===== src/rtl/pwm_ramp_scheduler_if.sv =====
// Bundle between the bus register file and the ramp scheduler: control and
// write strobes in, applied PWM widths and status out.
interface pwm_ramp_scheduler_if;
    logic       enable;
    logic       frame_tick;
    logic       wr_en;
    logic       wr_chan;
    logic [7:0] wr_data;
    logic [7:0] width_left;
    logic [7:0] width_right;
    logic       failsafe;
    logic       busy;

    modport master (
        output enable, frame_tick, wr_en, wr_chan, wr_data,
        input  width_left, width_right, failsafe, busy
    );

    modport slave (
        input  enable, frame_tick, wr_en, wr_chan, wr_data,
        output width_left, width_right, failsafe, busy
    );
endinterface


===== src/rtl/pwm_ramp_scheduler.sv =====
// Slews left/right PWM widths toward their targets once per frame, with a
// command watchdog that falls back to NEUTRAL and a hard stop on disable.
module pwm_ramp_scheduler #(
    parameter int STEP           = 4,
    parameter int NEUTRAL        = 127,
    parameter int TIMEOUT_FRAMES = 25
) (
    input  logic                 clk_12MHz,
    input  logic                 reset,
    pwm_ramp_scheduler_if.slave  bus
);
    typedef enum logic [1:0] {
        ST_RUN      = 2'd0,
        ST_FAILSAFE = 2'd1,
        ST_DISABLED = 2'd2
    } state_t;

    localparam logic [7:0]        NEUTRAL_W = 8'(NEUTRAL);
    localparam logic [7:0]        STEP_W    = 8'(STEP);
    localparam logic signed [8:0] STEP_S    = 9'(STEP);
    localparam logic [7:0]        TIMEOUT_W = 8'(TIMEOUT_FRAMES);

    state_t     state_q, state_d;
    logic [7:0] width_left_q, width_left_d;
    logic [7:0] width_right_q, width_right_d;
    logic [7:0] tgt_left_q, tgt_left_d;
    logic [7:0] tgt_right_q, tgt_right_d;
    logic [7:0] wdog_q, wdog_d;
    logic [7:0] wdog_inc;

    // |diff| > STEP guarantees the step stays inside 0..255, so no clamp needed.
    function automatic logic [7:0] ramp(input logic [7:0] applied, input logic [7:0] target);
        logic signed [8:0] diff;
        diff = $signed({1'b0, target}) - $signed({1'b0, applied});
        if (diff > STEP_S)
            ramp = applied + STEP_W;
        else if (diff < -STEP_S)
            ramp = applied - STEP_W;
        else
            ramp = target;
    endfunction

    always_ff @(posedge clk_12MHz) begin
        if (reset) begin
            state_q       <= bus.enable ? ST_RUN : ST_DISABLED;
            width_left_q  <= NEUTRAL_W;
            width_right_q <= NEUTRAL_W;
            tgt_left_q    <= NEUTRAL_W;
            tgt_right_q   <= NEUTRAL_W;
            wdog_q        <= 8'd0;
        end else begin
            state_q       <= state_d;
            width_left_q  <= width_left_d;
            width_right_q <= width_right_d;
            tgt_left_q    <= tgt_left_d;
            tgt_right_q   <= tgt_right_d;
            wdog_q        <= wdog_d;
        end
    end

    always_comb begin
        state_d       = state_q;
        width_left_d  = width_left_q;
        width_right_d = width_right_q;
        tgt_left_d    = tgt_left_q;
        tgt_right_d   = tgt_right_q;
        wdog_d        = wdog_q;
        wdog_inc      = (wdog_q >= TIMEOUT_W) ? TIMEOUT_W : wdog_q + 8'd1;

        if (!bus.enable) begin
            // Hard stop: no ramp, neutral immediately.
            state_d       = ST_DISABLED;
            width_left_d  = NEUTRAL_W;
            width_right_d = NEUTRAL_W;
            tgt_left_d    = NEUTRAL_W;
            tgt_right_d   = NEUTRAL_W;
            wdog_d        = 8'd0;
        end else if (state_q == ST_DISABLED) begin
            state_d       = ST_RUN;
            width_left_d  = NEUTRAL_W;
            width_right_d = NEUTRAL_W;
            tgt_left_d    = NEUTRAL_W;
            tgt_right_d   = NEUTRAL_W;
            wdog_d        = 8'd0;
        end else begin
            // Ramp uses the targets held before this edge; a coincident write lands next frame.
            if (bus.frame_tick) begin
                width_left_d  = ramp(width_left_q, tgt_left_q);
                width_right_d = ramp(width_right_q, tgt_right_q);
            end
            if (bus.wr_en) begin
                if (bus.wr_chan)
                    tgt_right_d = bus.wr_data;
                else
                    tgt_left_d = bus.wr_data;
                wdog_d  = 8'd0;
                state_d = ST_RUN;
            end else if (state_q == ST_RUN && bus.frame_tick) begin
                wdog_d = wdog_inc;
                if (wdog_inc == TIMEOUT_W) begin
                    state_d     = ST_FAILSAFE;
                    tgt_left_d  = NEUTRAL_W;
                    tgt_right_d = NEUTRAL_W;
                end
            end
        end
    end

    assign bus.width_left  = width_left_q;
    assign bus.width_right = width_right_q;
    assign bus.failsafe    = (state_q == ST_FAILSAFE);
    assign bus.busy        = (state_q != ST_DISABLED) &&
                             ((width_left_q != tgt_left_q) || (width_right_q != tgt_right_q));
endmodule


===== src/flat_wrapper.sv =====
// flat-port wrapper written by rule: the top's interface ports become plain ports
module pwm_ramp_scheduler_flat 
#(
    parameter int STEP           = 4,
    parameter int NEUTRAL        = 127,
    parameter int TIMEOUT_FRAMES = 25
)
  (clk_12MHz, reset, bus_enable, bus_frame_tick, bus_wr_en, bus_wr_chan, bus_wr_data, bus_width_left, bus_width_right, bus_failsafe, bus_busy);
  pwm_ramp_scheduler_if bus_i ();
  input  logic clk_12MHz;
  input  logic reset;
  input wire logic [$bits(bus_i.enable)-1:0] bus_enable;
  input wire logic [$bits(bus_i.frame_tick)-1:0] bus_frame_tick;
  input wire logic [$bits(bus_i.wr_en)-1:0] bus_wr_en;
  input wire logic [$bits(bus_i.wr_chan)-1:0] bus_wr_chan;
  input wire logic [$bits(bus_i.wr_data)-1:0] bus_wr_data;
  output wire logic [$bits(bus_i.width_left)-1:0] bus_width_left;
  output wire logic [$bits(bus_i.width_right)-1:0] bus_width_right;
  output wire logic [$bits(bus_i.failsafe)-1:0] bus_failsafe;
  output wire logic [$bits(bus_i.busy)-1:0] bus_busy;
  assign bus_i.enable = bus_enable;
  assign bus_i.frame_tick = bus_frame_tick;
  assign bus_i.wr_en = bus_wr_en;
  assign bus_i.wr_chan = bus_wr_chan;
  assign bus_i.wr_data = bus_wr_data;
  assign bus_width_left = bus_i.width_left;
  assign bus_width_right = bus_i.width_right;
  assign bus_failsafe = bus_i.failsafe;
  assign bus_busy = bus_i.busy;
  pwm_ramp_scheduler #(.STEP(STEP), .NEUTRAL(NEUTRAL), .TIMEOUT_FRAMES(TIMEOUT_FRAMES)) u_core (.clk_12MHz(clk_12MHz), .reset(reset), .bus(bus_i));
endmodule

===== config.mk =====
export PLATFORM = sky130hd
export DESIGN_NAME = pwm_ramp_scheduler_flat
export DESIGN_NICKNAME = d
export VERILOG_FILES = /design/src/rtl/pwm_ramp_scheduler_if.sv /design/src/rtl/pwm_ramp_scheduler.sv /design/src/flat_wrapper.sv
export SDC_FILE = /design/constraint.sdc
export NUM_CORES = 1
export LEC_CHECK = 0
export ABC_AREA = 1
export CORE_MARGIN = 5
export CORE_UTILIZATION = 40
export CTS_CLUSTER_SIZE = 40
export DETAILED_ROUTE_END_ITERATION = 16
export HOLD_SLACK_MARGIN = 0.1
export PLACE_DENSITY = 0.65
export SYNTH_ARGS = -nofsm -noshare
export SYNTH_HDL_FRONTEND = slang
export SYNTH_SLANG_ARGS = --single-unit

===== constraint.sdc =====
create_clock -name clk_12MHz -period 4.5 [get_ports clk_12MHz]
set_clock_uncertainty 0.1 [all_clocks]
set_input_delay 0.45 -clock clk_12MHz [delete_from_list [all_inputs] [get_ports clk_12MHz]]
set_output_delay 0.45 -clock clk_12MHz [all_outputs]
set_load 0.02 [all_outputs]

==> flow_summary_export.csv, run 1 <==
group,metric,value,unit
worst_hold_path,min_from,"u_core.wdog_q[6]",
routing,ant_nets,0,
flow_run,maxCapViolations,0,
cells_and_area,drive_gt1_share,10.9,%
critical_path,start_kind,"flip-flop",
routing,vias,3359,
sta,finalWorstSetupSlack,1.41,ns
cells_and_area,diodes,0,
sta,tns,0,ns
pwr,ir_drop,0.155,mV
sta,finalCriticalPeriod,3.09,ns
floorplan,design.core.area,8680,µm²
sta,slew_headroom,55.8,%
clocking,h-tree-depth,2,
clocking,cts_setup_buffers,0,
sta,final_hold_viol_count,0,
critical_path,rr_worst_depth,14,
sta,slew_viol_final,0,
global_routing,grt-ovfl-total,0,
floorplan,die_area,10800,µm²
global_routing,antenna_found_initial,0,
critical_path,reg2reg_slack,1.93,ns
pwr,power.density,302,nW/µm²
routing,vias_per_cell,4.95,
sta,rsz0062_at_grt,"false",
global_routing,grt_pass1_wl,14400,µm
placement,io_buffers,31,
yosys,synth_cell_types,37,
sta,setup_viol,0,
routing,wl,8260,µm
critical_path,r2r-start,"u_core.bus.width_left[5]",
sta,tightest_slew,0.661,ns
critical_path,criticalPathCategory,"flip-flop to output port",
worst_hold_path,min_to,"u_core.wdog_q[6]",
sta,fmaxAchievable,323,MHz
cells_and_area,final_cell_mix,"144 x nand2_1, 93 x nand3_1, 69 x inv_1",
clocking,cts_hold_buf,0,
cells_and_area,syn_to_final_growth,14.5,%
yosys,syn_nets,577,
worst_hold_path,min_path_cells,2,
cells_and_area,final_util,46.7,%
worst_hold_path,holdCritPathClass,"flip-flop to flip-flop",
critical_path,worstReg2RegEnd,"u_core.bus.width_left[0]",
routing,drtPass1Iterations,4,
clocking,cts_tree,"built",
cells_and_area,final_common_cell,"nand2_1",
floorplan,fp-row-count,34,
critical_path,crit_fanout,6,
cells_and_area,fin_cells,678,
placement,dpl_cell_area,3940,µm²
sta,min_period_over_period,68.7,%
clocking,worstSkewPairLatency,0.29,ns
routing,drc,0,
yosys,ys.warnings.count,0,
global_routing,track_usage,15.4,%
global_routing,grt_pass1_vias,3101,
floorplan,die_y,104,µm
cells_and_area,final_area,4060,µm²
clocking,cts_buffer_depth,2,
critical_path,critPathCaptureType,"output port",
critical_path,cp.arrival,2.54,ns
placement,dp_slack,1.52,ns
placement,hpwl,6810,µm
clocking,clock-sinks,42,
global_routing,grt_max_degree,20,
routing,wl_per_cell,12.2,µm
outcome,outcome,"finished, final reports clean",
clocking,clkTransAtPathRegs,0.08,ns
sta,hold_ws,0.348,ns
placement,place_congestion,0.852,
routing,drt_iter0_drc,120,
clocking,cts-root-buf,"clkbuf_8",
floorplan,die_width,104,µm
placement,dp_cells,670,
clocking,cts_buffers,5,
floorplan,num_io_pins,32,
clocking,cts_resized,0,
floorplan,start_util,40.8,%
critical_path,required,3.95,ns
pwr,power.total,1.23,mW
yosys,ys_ff_latch,42,
yosys,ys_seq_area_share,24.3,%
yosys,syn_inst,538,
cells_and_area,nets,608,
yosys,avgSynthCellArea,6.59,µm²
pwr,p_leak,2.11,nW
yosys,syn-cell-area,3540,µm²
-- flip-flops by register name (all words and copies together) (netlist names) --
signal                  cells
u_core.tgt_right_q          8
u_core.tgt_left_q           8
u_core.bus.width_right      8
u_core.bus.width_left       8
u_core.state_q              2
u_core.wdog_q               8
-- area by class of cell --
cell class	instances	area, µm²
clock buffers	5	68.8
clock inverters	3	43.8
fillers	914	4620
inverters	75	282
multi-input cells	414	2360
flip-flops and latches	42	861
well taps	108	135
repair buffers	31	310
-- worst max path at each step --
stage                             startpoint                  endpoint  slack (ns)  cells after the start
floorplan           u_core.bus.width_left[5]  u_core.bus.width_left[0]        2.07                     12
finish              u_core.bus.width_left[5]                  bus_busy        1.41                      8
detailed placement            bus_frame_tick     u_core.tgt_right_q[4]        1.52                      8
global route        u_core.bus.width_left[5]                  bus_busy        1.27                      8
CTS                 u_core.bus.width_left[5]                  bus_busy        1.39                      8
global placement              bus_frame_tick         u_core.state_q[1]        1.63                      6
-- critical path, cell delays in order (launching register included) --
cell and delay, ns:
dfxtp_1 0.39, clkinv_1 0.23, ha_1 0.46, nand2_1 0.10
inv_1 0.06, nand3_1 0.11, nor2_1 0.08, a31oi_1 0.19
clkdlybuf4s50_1 0.63
-- power breakdown --
group | total [mW] | internal [mW] | leakage [nW] | switching (mW)
Clock | 0.297 | 0.166 | 0.0585 | 0.131
Sequential | 0.403 | 0.387 | 0.347 | 0.0165
Combinational | 0.526 | 0.192 | 1.70 | 0.333
-- cell families after synthesis --
| family | count (synthesis) | synth area share (%) |
|---|---|---|
| and+or+nand+nor | 317 | 43.3 |
| buffers and inverters | 82 | 9.22 |
| AOI/OAI and AO/OA | 55 | 9.75 |
| DFF | 42 | 24.3 |
| adders and majority gates | 25 | 9.25 |
| xor gates and xnor gates | 17 | 4.20 |
-- per-layer routing --
| layer | share of wire (%) | vias to the layer above | global-route usage, % |
|---|---|---|---|
| met5 | 0 | - | 0 |
| met4 | 0.51 | 0 | 2.78 |
| met3 | 3.4 | 2 | 2.55 |
| met2 | 46 | 50 | 25.9 |
| met1 | 50 | 1502 | 21.0 |
| li1 | - | 1805 | - |
-- Yosys cell counts (all sizes together) --
library cell / n / area, µm²
nand2: 160 / 684
nand3: 95 / 485
inv: 74 / 278
dfxtp: 40 / 801
nor2: 33 / 149
a21oi: 29 / 190
ha: 23 / 288
o21ai: 20 / 111
xor2: 15 / 131
or2: 13 / 81.3
nor3: 11 / 100
clkbuf: 4 / 15.0
o21bai: 4 / 30.0
buf: 3 / 30.0
edfxtp: 2 / 60.1
fa: 2 / 40.0
nand3b: 2 / 15.0
nand4: 2 / 12.5
xnor2: 2 / 17.5
a31oi: 1 / 6.26
clkinv: 1 / 3.75
nor4: 1 / 6.26
o211ai: 1 / 7.51
No activity file was read; power rests on OpenSTA's default activity.
==> inputs of run 2 (changes only) <==
==> constraint.sdc (replaced) <==
create_clock -name clk_12MHz -period 2.95 [get_ports clk_12MHz]
set_clock_uncertainty 0.1 [all_clocks]
set_input_delay 0.295 -clock clk_12MHz [delete_from_list [all_inputs] [get_ports clk_12MHz]]
set_output_delay 0.295 -clock clk_12MHz [all_outputs]
set_load 0.02 [all_outputs]
==> flow_summary_export.csv, run 2 (synthesized netlist as in run 1, its figures left out) <==
group,metric,value,unit
sta,fmaxAchievable,406,MHz
clocking,cts_buffer_depth,2,
clocking,cts_setup_buffers,0,
cells_and_area,diodes,0,
floorplan,die_width,104,µm
cells_and_area,fillers,903,
critical_path,worstPathCellList,"ha_1 -> inv_1 -> fa_1 -> nand2_1 -> nand3_1 -> nand3_1 -> nand2_1 -> nand2_1 -> nand2_1 -> nor2_2 -> nand2_2 -> nand2_4 -> nand2_4 -> nor2_4 -> inv_1 -> nand2_1 -> nand3_1",
critical_path,crit_buf_inv,2,
critical_path,required,3.04,ns
routing,wl_met2,4110,µm
routing,wl,8700,µm
floorplan,num_io_pins,32,
cells_and_area,nets,612,
flow_run,maxCapViolations,0,
clocking,worstSkewPairLatency,0.31,ns
sta,tns,0,ns
clocking,clock-sinks,42,
pwr,comb_power_share,41.3,%
routing,drt_iter0_drc,148,
clocking,cts_tree,"built",
critical_path,crit_slowest_cell,"fa_1",
routing,highest_layer,"met4",
floorplan,die_area,10800,µm²
clocking,cts_buffers,5,
clocking,cts_resized,0,
critical_path,crit_family,"simple AND/OR/NAND/NOR gates",
cells_and_area,final_cell_mix,"144 x nand2_1, 93 x nand3_1, 69 x inv_1",
sta,slew_headroom,57.6,%
clocking,cts_hold_buf,0,
critical_path,crit_fanout,9,
pwr,p_int,1.19,mW
sta,final_hold_viol_count,0,
pwr,swShare,39.0,%
critical_path,crit_top_cell,"nand2_1",
floorplan,design.core.area,8680,µm²
floorplan,fp-row-count,34,
pwr,switchingPower,762,µW
routing,vias,3437,
global_routing,grt-ovfl-total,0,
outcome,outcome,"finished, final reports clean",
global_routing,antenna_found_initial,0,
placement,io_buffers,31,
placement,hpwl,6940,µm
sta,finalWorstSetupSlack,0.490,ns
worst_hold_path,min_from,"u_core.wdog_q[5]",
routing,wl_per_cell,12.8,µm
global_routing,grt_pass1_wl,15300,µm
critical_path,cp.arrival,2.55,ns
pwr,clkPwrFrac,27.3,%
pwr,p_leak,2.15,nW
critical_path,r2r-start,"u_core.bus.width_right[0]",
placement,dpl_cell_area,3970,µm²
critical_path,start_kind,"flip-flop",
floorplan,die_y,104,µm
sta,min_period_over_period,83.4,%
clocking,h-tree-depth,2,
cells_and_area,final_area,4110,µm²
routing,wl_met1,4010,µm
routing,dr_wl_met3,467,µm
critical_path,rr_worst_depth,17,
placement,place_congestion,0.923,
pwr,ir_drop,0.246,mV
pwr,seq_power_share,31.4,%
global_routing,grt_max_degree,19,
global_routing,grt_pass1_vias,3317,
cells_and_area,final_common_cell,"nand2_1",
clocking,cts-root-buf,"clkbuf_8",
cells_and_area,multi_input_area,2360,µm²
pwr,power.density,476,nW/µm²
floorplan,start_util,40.8,%
sta,rsz0062_at_grt,"false",
sta,tightest_slew,0.635,ns
cells_and_area,seqCellArea,861,µm²
global_routing,track_usage,16.5,%
worst_hold_path,min_path_cells,2,
critical_path,max_stage_delay,0.43,ns
sta,finalCriticalPeriod,2.46,ns
cells_and_area,syn_to_final_growth,16.0,%
critical_path,critPathCaptureType,"flip-flop",
critical_path,crit_start,"u_core.bus.width_right[0]",
critical_path,reg2reg_slack,0.49,ns
routing,ant_nets,0,
routing,vias_per_cell,5.04,
routing,drc,0,
critical_path,worstReg2RegEnd,"u_core.bus.width_right[1]",
worst_hold_path,holdCritPathClass,"flip-flop to flip-flop",
worst_hold_path,min_to,"u_core.wdog_q[5]",
sta,slew_viol_final,0,
cells_and_area,drive_gt1_share,11.7,%
critical_path,criticalPathCategory,"flip-flop to flip-flop",
placement,dp_slack,0.503,ns
clocking,clkTransAtPathRegs,0.10,ns
routing,drtPass1Iterations,4,
sta,setup_viol,0,
run 2: area by class of cell:
| class | count | area share (%) |
|---|---|---|
| Tap cell | 108 | 3.29 |
| Sequential cell | 42 | 20.9 |
| Clock inverter | 2 | 0.943 |
| Timing Repair Buffer | 35 | 8.34 |
| Clock buffer | 6 | 2.28 |
| Multi-Input combinational cell | 414 | 57.4 |
| Inverter | 75 | 6.85 |
run 2: worst max-delay path by stage:
| stage | end | cells past startpoint |
|---|---|---|
| detailed placement | u_core.bus.width_left[1] | 14 |
| global placement | bus_busy | 8 |
| finish | u_core.bus.width_right[1] | 17 |
| CTS | bus_busy | 8 |
| floorplan | u_core.bus.width_left[0] | 12 |
| global route | u_core.bus.width_right[1] | 18 |
run 2: metrics by stage:
| step | utilization, % | hold WS (ns) | std cells | total power, mW |
|---|---|---|---|---|
| global placement | 45.8 | 0.331 | 674 | 1.43 |
| finish | 47.4 | 0.353 | 682 | 1.96 |
| global route | 47.4 | 0.393 | 682 | 2.11 |
| floorplan | - | 0.324 | 538 | 1.25 |
| CTS | 47.3 | 0.348 | 682 | 1.97 |
| detailed placement | 45.8 | 0.335 | 674 | 1.43 |
run 2: worst min-delay path: cells and delay by family, from the launching register on:
family | cells | cell delay, ns
flops | 1 | 0.32
simple gates | 2 | 0.10
run 2: layer usage:
layer,vias to the layer above,GRT usage [%]
met1,1536,21.9
li1,1816,-
met4,0,4.53
met5,-,0
met2,76,27.8
met3,9,2.55
run 2: power groups by stage:
stage	clock (mW)	combinational, mW	sequential (mW)
2_1_floorplan	0	0.620	0.634
3_3_place_gp	0	0.801	0.626
3_5_place_dp	0	0.807	0.627
4_1_cts	0.549	0.811	0.614
5_1_grt	0.571	0.922	0.618
6_report	0.533	0.808	0.613
